$ cat config.mk
export PLATFORM = sky130hd
export DESIGN_NAME = hazard_ctrl_flat
export DESIGN_NICKNAME = d
export VERILOG_FILES = /design/src/rtl/hazard_ctrl_if.sv /design/src/rtl/hazard_ctrl.sv /design/src/flat_wrapper.sv
export SDC_FILE = /design/constraint.sdc
export NUM_CORES = 1
export LEC_CHECK = 0
export ABC_CLOCK_PERIOD_IN_PS = 5900
export BUFFER_PORTS_ARGS = -buffer_cell sky130_fd_sc_hd__buf_2
export CAP_MARGIN = 20
export CELL_PAD_IN_SITES_DETAIL_PLACEMENT = 1
export CELL_PAD_IN_SITES_GLOBAL_PLACEMENT = 2
export CORE_AREA = 2 2 113 115
export CTS_CLUSTER_SIZE = 24
export DETAILED_ROUTE_END_ITERATION = 10
export DIE_AREA = 0 0 115 117
export PLACE_DENSITY = 0.83
export SYNTH_ARGS = -nofsm -noshare
export SYNTH_HDL_FRONTEND = slang
export SYNTH_SLANG_ARGS = --single-unit
$ cat constraint.sdc
create_clock -name clk -period 5.9 [get_ports clk]
set_input_delay 0.295 -clock clk [delete_from_list [all_inputs] [get_ports clk]]
set_output_delay 0.295 -clock clk [all_outputs]
set_load 0.01 [all_outputs]
$ cat src/rtl/hazard_ctrl_if.sv
// Pipeline-to-hazard-controller bundle: D/E/M/W tags and dmem handshake in,
// stall/flush/forward controls and performance counters out.
interface hazard_ctrl_if #(
    parameter int unsigned CNT_W = 32
);
    logic [4:0]       ra1_d;
    logic [4:0]       ra2_d;
    logic [4:0]       ra1_e;
    logic [4:0]       ra2_e;
    logic [4:0]       wa_e;
    logic             regfile_we_e;
    logic [1:0]       regfile_src_sel_e;
    logic             jump_e;
    logic             branch_e;
    logic             branch_taken_e;
    logic [4:0]       wa_m;
    logic [4:0]       wa_w;
    logic             regfile_we_m;
    logic             regfile_we_w;
    logic             dmem_req_m;
    logic             dmem_ready;
    logic             stall_f;
    logic             stall_d;
    logic             stall_e;
    logic             stall_m;
    logic             flush_d;
    logic             flush_e;
    logic [1:0]       fwd_a_sel;
    logic [1:0]       fwd_b_sel;
    logic             bus_err;
    logic [CNT_W-1:0] stall_cnt;
    logic [CNT_W-1:0] flush_cnt;

    // Pipeline side: supplies tags and handshake, consumes controls.
    modport master (
        output ra1_d, ra2_d, ra1_e, ra2_e, wa_e, regfile_we_e, regfile_src_sel_e,
               jump_e, branch_e, branch_taken_e, wa_m, wa_w, regfile_we_m,
               regfile_we_w, dmem_req_m, dmem_ready,
        input  stall_f, stall_d, stall_e, stall_m, flush_d, flush_e,
               fwd_a_sel, fwd_b_sel, bus_err, stall_cnt, flush_cnt
    );

    // Controller side.
    modport slave (
        input  ra1_d, ra2_d, ra1_e, ra2_e, wa_e, regfile_we_e, regfile_src_sel_e,
               jump_e, branch_e, branch_taken_e, wa_m, wa_w, regfile_we_m,
               regfile_we_w, dmem_req_m, dmem_ready,
        output stall_f, stall_d, stall_e, stall_m, flush_d, flush_e,
               fwd_a_sel, fwd_b_sel, bus_err, stall_cnt, flush_cnt
    );
endinterface

$ cat src/rtl/hazard_ctrl.sv
// Hazard/forwarding controller for the 5-stage core: operand forwarding,
// load-use bubble, redirect flush, dmem wait FSM with timeout, and
// saturating stall/flush counters. State advances on the falling clock edge.
module hazard_ctrl #(
    parameter logic [1:0]  LOAD_SEL = 2'b01,
    parameter int unsigned MAX_WAIT = 255,
    parameter int unsigned CNT_W    = 32
) (
    input logic          clk,
    input logic          rst,
    hazard_ctrl_if.slave bus
);
    localparam int unsigned WCNT_W =
        ($clog2(MAX_WAIT + 1) > 8) ? $clog2(MAX_WAIT + 1) : 8;

    typedef enum logic [1:0] {
        S_RUN,
        S_MEM_WAIT,
        S_ERR
    } state_t;

    state_t            state_q, state_d;
    logic [WCNT_W-1:0] wcnt_q, wcnt_d;
    logic [CNT_W-1:0]  stall_cnt_q, flush_cnt_q;

    logic load_use;
    logic redirect;
    logic stall_all;
    logic redir_flush;
    logic bubble;
    logic stall_fd;

    // Forward select for one E-stage source operand; M has priority, x0 never forwarded.
    function automatic logic [1:0] fwd_sel(input logic [4:0] ra);
        logic [1:0] sel;
        sel = 2'b00;
        if (bus.regfile_we_m && bus.wa_m != 5'd0 && bus.wa_m == ra) begin
            sel = 2'b10;
        end else if (bus.regfile_we_w && bus.wa_w != 5'd0 && bus.wa_w == ra) begin
            sel = 2'b01;
        end
        return sel;
    endfunction

    // Hazard detection terms from the E-stage instruction.
    always_comb begin
        load_use = bus.regfile_we_e && (bus.regfile_src_sel_e == LOAD_SEL) &&
                   (bus.wa_e != 5'd0) &&
                   ((bus.wa_e == bus.ra1_d) || (bus.wa_e == bus.ra2_d));
        redirect = bus.jump_e || (bus.branch_e && bus.branch_taken_e);
    end

    // Next-state logic and per-state control decisions.
    always_comb begin
        state_d     = state_q;
        wcnt_d      = wcnt_q;
        stall_all   = 1'b0;
        redir_flush = 1'b0;
        bubble      = 1'b0;
        unique case (state_q)
            S_RUN: begin
                if (bus.dmem_req_m && !bus.dmem_ready) begin
                    stall_all = 1'b1;
                    state_d   = S_MEM_WAIT;
                    wcnt_d    = '0;
                end else if (redirect) begin
                    redir_flush = 1'b1;
                end else if (load_use) begin
                    bubble = 1'b1;
                end
            end
            S_MEM_WAIT: begin
                stall_all = 1'b1;
                if (bus.dmem_ready) begin
                    state_d = S_RUN;
                end else if (wcnt_q == WCNT_W'(MAX_WAIT)) begin
                    state_d = S_ERR;
                end else begin
                    wcnt_d = wcnt_q + 1'b1;
                end
            end
            S_ERR: begin
                stall_all = 1'b1;
            end
            default: begin
                state_d = S_RUN;
            end
        endcase
    end

    // Output drive; reset forces both flushes and masks stalls and forwarding.
    always_comb begin
        stall_fd      = stall_all || bubble;
        bus.stall_f   = !rst && stall_fd;
        bus.stall_d   = !rst && stall_fd;
        bus.stall_e   = !rst && stall_all;
        bus.stall_m   = !rst && stall_all;
        bus.flush_d   = rst || redir_flush;
        bus.flush_e   = rst || redir_flush || bubble;
        bus.fwd_a_sel = rst ? 2'b00 : fwd_sel(bus.ra1_e);
        bus.fwd_b_sel = rst ? 2'b00 : fwd_sel(bus.ra2_e);
        bus.bus_err   = (state_q == S_ERR);
        bus.stall_cnt = stall_cnt_q;
        bus.flush_cnt = flush_cnt_q;
    end

    // FSM state and wait counter.
    always_ff @(negedge clk or posedge rst) begin
        if (rst) begin
            state_q <= S_RUN;
            wcnt_q  <= '0;
        end else begin
            state_q <= state_d;
            wcnt_q  <= wcnt_d;
        end
    end

    // Saturating performance counters.
    always_ff @(negedge clk or posedge rst) begin
        if (rst) begin
            stall_cnt_q <= '0;
            flush_cnt_q <= '0;
        end else begin
            if (stall_fd && stall_cnt_q != '1) begin
                stall_cnt_q <= stall_cnt_q + 1'b1;
            end
            if (redir_flush && flush_cnt_q != '1) begin
                flush_cnt_q <= flush_cnt_q + 1'b1;
            end
        end
    end
endmodule

$ cat src/flat_wrapper.sv
// flat-port wrapper written by rule: the top's interface ports become plain ports
module hazard_ctrl_flat 
#(
    parameter logic [1:0]  LOAD_SEL = 2'b01,
    parameter int unsigned MAX_WAIT = 255,
    parameter int unsigned CNT_W    = 32
)
  (clk, rst, bus_ra1_d, bus_ra2_d, bus_ra1_e, bus_ra2_e, bus_wa_e, bus_regfile_we_e, bus_regfile_src_sel_e, bus_jump_e, bus_branch_e, bus_branch_taken_e, bus_wa_m, bus_wa_w, bus_regfile_we_m, bus_regfile_we_w, bus_dmem_req_m, bus_dmem_ready, bus_stall_f, bus_stall_d, bus_stall_e, bus_stall_m, bus_flush_d, bus_flush_e, bus_fwd_a_sel, bus_fwd_b_sel, bus_bus_err, bus_stall_cnt, bus_flush_cnt);
  hazard_ctrl_if #(.CNT_W(CNT_W)) bus_i ();
  input logic clk;
  input logic rst;
  input wire logic [$bits(bus_i.ra1_d)-1:0] bus_ra1_d;
  input wire logic [$bits(bus_i.ra2_d)-1:0] bus_ra2_d;
  input wire logic [$bits(bus_i.ra1_e)-1:0] bus_ra1_e;
  input wire logic [$bits(bus_i.ra2_e)-1:0] bus_ra2_e;
  input wire logic [$bits(bus_i.wa_e)-1:0] bus_wa_e;
  input wire logic [$bits(bus_i.regfile_we_e)-1:0] bus_regfile_we_e;
  input wire logic [$bits(bus_i.regfile_src_sel_e)-1:0] bus_regfile_src_sel_e;
  input wire logic [$bits(bus_i.jump_e)-1:0] bus_jump_e;
  input wire logic [$bits(bus_i.branch_e)-1:0] bus_branch_e;
  input wire logic [$bits(bus_i.branch_taken_e)-1:0] bus_branch_taken_e;
  input wire logic [$bits(bus_i.wa_m)-1:0] bus_wa_m;
  input wire logic [$bits(bus_i.wa_w)-1:0] bus_wa_w;
  input wire logic [$bits(bus_i.regfile_we_m)-1:0] bus_regfile_we_m;
  input wire logic [$bits(bus_i.regfile_we_w)-1:0] bus_regfile_we_w;
  input wire logic [$bits(bus_i.dmem_req_m)-1:0] bus_dmem_req_m;
  input wire logic [$bits(bus_i.dmem_ready)-1:0] bus_dmem_ready;
  output wire logic [$bits(bus_i.stall_f)-1:0] bus_stall_f;
  output wire logic [$bits(bus_i.stall_d)-1:0] bus_stall_d;
  output wire logic [$bits(bus_i.stall_e)-1:0] bus_stall_e;
  output wire logic [$bits(bus_i.stall_m)-1:0] bus_stall_m;
  output wire logic [$bits(bus_i.flush_d)-1:0] bus_flush_d;
  output wire logic [$bits(bus_i.flush_e)-1:0] bus_flush_e;
  output wire logic [$bits(bus_i.fwd_a_sel)-1:0] bus_fwd_a_sel;
  output wire logic [$bits(bus_i.fwd_b_sel)-1:0] bus_fwd_b_sel;
  output wire logic [$bits(bus_i.bus_err)-1:0] bus_bus_err;
  output wire logic [$bits(bus_i.stall_cnt)-1:0] bus_stall_cnt;
  output wire logic [$bits(bus_i.flush_cnt)-1:0] bus_flush_cnt;
  assign bus_i.ra1_d = bus_ra1_d;
  assign bus_i.ra2_d = bus_ra2_d;
  assign bus_i.ra1_e = bus_ra1_e;
  assign bus_i.ra2_e = bus_ra2_e;
  assign bus_i.wa_e = bus_wa_e;
  assign bus_i.regfile_we_e = bus_regfile_we_e;
  assign bus_i.regfile_src_sel_e = bus_regfile_src_sel_e;
  assign bus_i.jump_e = bus_jump_e;
  assign bus_i.branch_e = bus_branch_e;
  assign bus_i.branch_taken_e = bus_branch_taken_e;
  assign bus_i.wa_m = bus_wa_m;
  assign bus_i.wa_w = bus_wa_w;
  assign bus_i.regfile_we_m = bus_regfile_we_m;
  assign bus_i.regfile_we_w = bus_regfile_we_w;
  assign bus_i.dmem_req_m = bus_dmem_req_m;
  assign bus_i.dmem_ready = bus_dmem_ready;
  assign bus_stall_f = bus_i.stall_f;
  assign bus_stall_d = bus_i.stall_d;
  assign bus_stall_e = bus_i.stall_e;
  assign bus_stall_m = bus_i.stall_m;
  assign bus_flush_d = bus_i.flush_d;
  assign bus_flush_e = bus_i.flush_e;
  assign bus_fwd_a_sel = bus_i.fwd_a_sel;
  assign bus_fwd_b_sel = bus_i.fwd_b_sel;
  assign bus_bus_err = bus_i.bus_err;
  assign bus_stall_cnt = bus_i.stall_cnt;
  assign bus_flush_cnt = bus_i.flush_cnt;
  hazard_ctrl #(.LOAD_SEL(LOAD_SEL), .MAX_WAIT(MAX_WAIT), .CNT_W(CNT_W)) u_core (.clk(clk), .rst(rst), .bus(bus_i));
endmodule
# == Word-level counts from Yosys, hierarchy flattened ==
# Index checks and enable logic that the tools add are counted.
# word_totals
output_inout_bits,75
reg_bits,74
inputBits,47
elab_cells,77
# classes
n_eq_ne,16
muxes,23
addsub,3
n_reduce_logical,30
bitwise_logic,1
# ops
cell,count
$add A32 B1 Y32 const B,2
$ne A32 B32 Y1 const B,2
$eq A5 B5 Y1,6
$mux W8,3
$pmux W8 S2,1
$logic_and A1 B1 Y1,15
$reduce_bool A5 Y1,3
$mux W2,7
$mux W1,10
$add A8 B1 Y8 const B,1
$eq A8 B8 Y1 const B,1
$pmux W2 S3,1
$logic_or A1 B1 Y1,5
$eq A2 B1 Y1 const B,2
$ne A2 B2 Y1 const B,2
$reduce_and A4 Y1,1
$ne A3 B2 Y1 const B,1
$reduce_and A3 Y1,1
$eq A2 B2 Y1 const B,1
$logic_not A1 Y1,2
$logic_not A2 Y1,1
$ne A2 B1 Y1 const B,1
$pmux W1 S2,1
$reduce_bool A2 Y1,1
2 further kinds,2

# == Longest topological paths before layout ==
# depth
word_depth,10
depth_mapped,10
mapped_depth_nobuf,8

==> metrics.txt <==
Syn Nets=468; Syn. warnings=0; commonest non-fill, non-tap cell in the layout=buf_2; reg2reg setup slack=3.10 ns; Die H=117 um; status=finished clean; clock buffer count from CTS=9; Synth cell types=46; worst path arrival time=approximately 5.1 ns; Final #Nets=~590; Slew headroom=54.71%; power per cell area=311.4 nW/um^2; CTS Hold Bufs=0; Hold Path Cell Cnt=1; Crit Path Max Fanout=6; post_cts resized=0; Combinational Power Share=between 20% and 30%; CTS root buf=clkbuf_16; htree depth=3; max-slew violations=0; Area Growth Syn to Fin=24.79%; max_cap viols=0; Worst Hold End=u_core.bus.flush_cnt[11]; row cnt=roughly 40; Max VDD drop=about 0.17 mV; Seq/Total Area, Yosys=45.40%; first-pass GRT wire length=approximately 18,000 um; mapped cell area=a little over 4000 sq um; final std cells w/o fill=691; type of the worst setup path=register to output port; most frequent cells in the layout=buf_2 (121), dfrtn_1 (74), xnor2_1 (49); LEAKAGE=2.552 nW; via density per instance=5.062; EDFF count, synth=0; Clk pwr share=just over 30%; RR Endpoint=u_core.bus.stall_cnt[10]; initial antenna violation count=0; Seq cells post-synth=between 70 and 80; HP Class=register to register; critical path required time=5.61 ns; Worst Clk Skew=between 0.004 and 0.005 ns; starting density of the core=between 30% and 40%; share of post-route cells with drive strength above 1=approximately 27%; grt total ovfl=0; WL/cell=15.29 um; pre-CTS setup slack=0.4802 ns; placed cells=678; Setup violations, final=0; final setup slack of the worst path=about 0.47 ns; DRC=0; Post-Synthesis Cells=414; # port buffers=121; clk sinks=74; Core ar.=12,310 sq um; dominant synthesized flop cell=dfrtn_1; fill count=around 1,500; leading area contributor after synthesis=dfrtn_1; GRT Util Overall=16.36%; CTS tree=built; cell-internal power=0.001048 W; Post-Route WL=10,570 um; HPWL after DPL=around 8200 um; register clock-pin slew on the reported worst setup and hold paths=roughly 0.040 ns; Top Ports=about 120; final core occ=41.34%; Async S/R FF share, synth=100.0%; Sw Share=around 34%; startpoint of the worst hold path=u_core.bus.flush_cnt[11]; full die area=around 13,000 sq um; CP Capture Type=output port; setup TNS=0 ns; Reg2Reg Depth=7; ant diodes=0; post-CTS setup buffer count=0; ANT nets after route=0; start of the worst register-to-register path=u_core.bus.stall_cnt[21]; Die Wd=115 um; ranking of synthesized cells by area=dfrtn_1 (45%), xnor2_1 (11%), xor2_1 (9.2%); DRC marker count from the first detailed-route iteration=130; Fin. Hold Viols=0; GP Congestion=0.7535; syn_area_per_cell=9.852 sq um; post-synth top area share=45.40%; clk_lat worst skew=0.33 ns; RSZ-0062 raised after global routing=no; Slew @ Worst Pin=0.6706 ns; number of global-route vias before repair=3,561; largest net degree at the start of global routing=52; Max clock buf depth=2; Worst setup SP type=register; DR vias=3,498; sequential share of power=40.6%; DRT Pass-1 Iters=4; Sw Pwr=0.0005369 W
## synthesized netlist by cell type (2+ instances only)
library cell,instances
inv_1,14
buf_4,4
a21o_1,2
nand2b_1,3
o21ai_0,14
nor3_1,24
nand4_1,14
ha_1,7
dfrtn_1,74
nor2b_1,3
xor2_1,43
and2_1,4
nand2_1,39
or3_1,5
and4_1,3
clkbuf_1,2
and3_1,5
xnor2_1,49
or4_1,6
nor4_1,12
nand3_1,31
or2_2,3
nor2_1,28
o31ai_1,3
## cell families after synthesis
group           count (synthesis)  synth area share [%]
compound gates                 31                 4.939
flops                          74                 45.40
buf+inv                        22                 2.822
mux                             1                0.2761
fa+ha+maj                       7                 2.147
simple gates                  187                 24.66
xor+xnor                       92                 19.75
## per-layer routing
metal | track usage [%] | share of wire [%] | wire [um] | vias to the layer above
li1 | - | - | - | 1693
met1 | 20.25 | 44 | 4668 | 1719
met3 | 3.502 | 4.0 | 420 | 10
met5 | 0 | 0 | 0 | -
met2 | 29.10 | 51 | 5378 | 76
met4 | 4.257 | 0.97 | 102 | 0
## power groups by stage
stage | clock [W] | sequential [W] | combinational, W
global route | 0.000531 | 0.000653 | 0.000511
floorplan | 0 | 0.000654 | 0.000303
detailed placement | 0 | 0.000649 | 0.000458
global placement | 0 | 0.000647 | 0.000444
CTS | 0.000507 | 0.000643 | 0.000459
finish | 0.000492 | 0.000643 | 0.000449
## worst max-delay path: stages (launching register included)
cell,delay [ns]
dfrtn_1,0.36
inv_1,0.11
ha_1,0.28
nand2_1,0.11
nor4_1,0.35
a21oi_1,0.24
nor2_1,0.23
buf_2,0.18
## sequential cells by signal, indices dropped and copies added, names as in the netlist
signal and count:
u_core.bus.flush_cnt 32, u_core.bus.stall_cnt 32, u_core.state_q 2, u_core.wcnt_q 8
## area by class of cell
type / count / area, sq um / share of cell area, %
inverter: 14 / 52.55 / 1.032
tap: 150 / 187.7 / 3.687
multi-input combinational: 318 / 2112 / 41.49
timing repair buffer: 122 / 625.6 / 12.29
clock buffer: 13 / 260.3 / 5.113
sequential: 74 / 1852 / 36.38
## how the worst max path moves through the flow
stage | slack, ns | depth (start not counted) | to | start
3_5_place_dp | 0.48 | 8 | u_core.bus.stall_cnt[9] | bus_wa_e[0]
3_3_place_gp | 0.51 | 8 | u_core.bus.stall_cnt[9] | bus_wa_e[0]
5_1_grt | 0.23 | 7 | bus_stall_d | u_core.state_q[0]
2_1_floorplan | 0.85 | 1 | u_core.bus.flush_cnt[0] | rst
6_report | 0.47 | 7 | bus_stall_d | u_core.state_q[0]
4_1_cts | 0.43 | 7 | bus_stall_d | u_core.state_q[0]
## metrics by stage
stage	power, W	hold WS [ns]	instance area [sq um]
4_1_cts	0.001610	0.4474	5090
6_report	0.001585	0.4393	5090
3_5_place_dp	0.001108	0.4468	4830
3_3_place_gp	0.001091	0.4333	4830
2_1_floorplan	0.0009573	0.4243	4079
5_1_grt	0.001694	0.4757	5090
(Power assumes the default switching activity.)
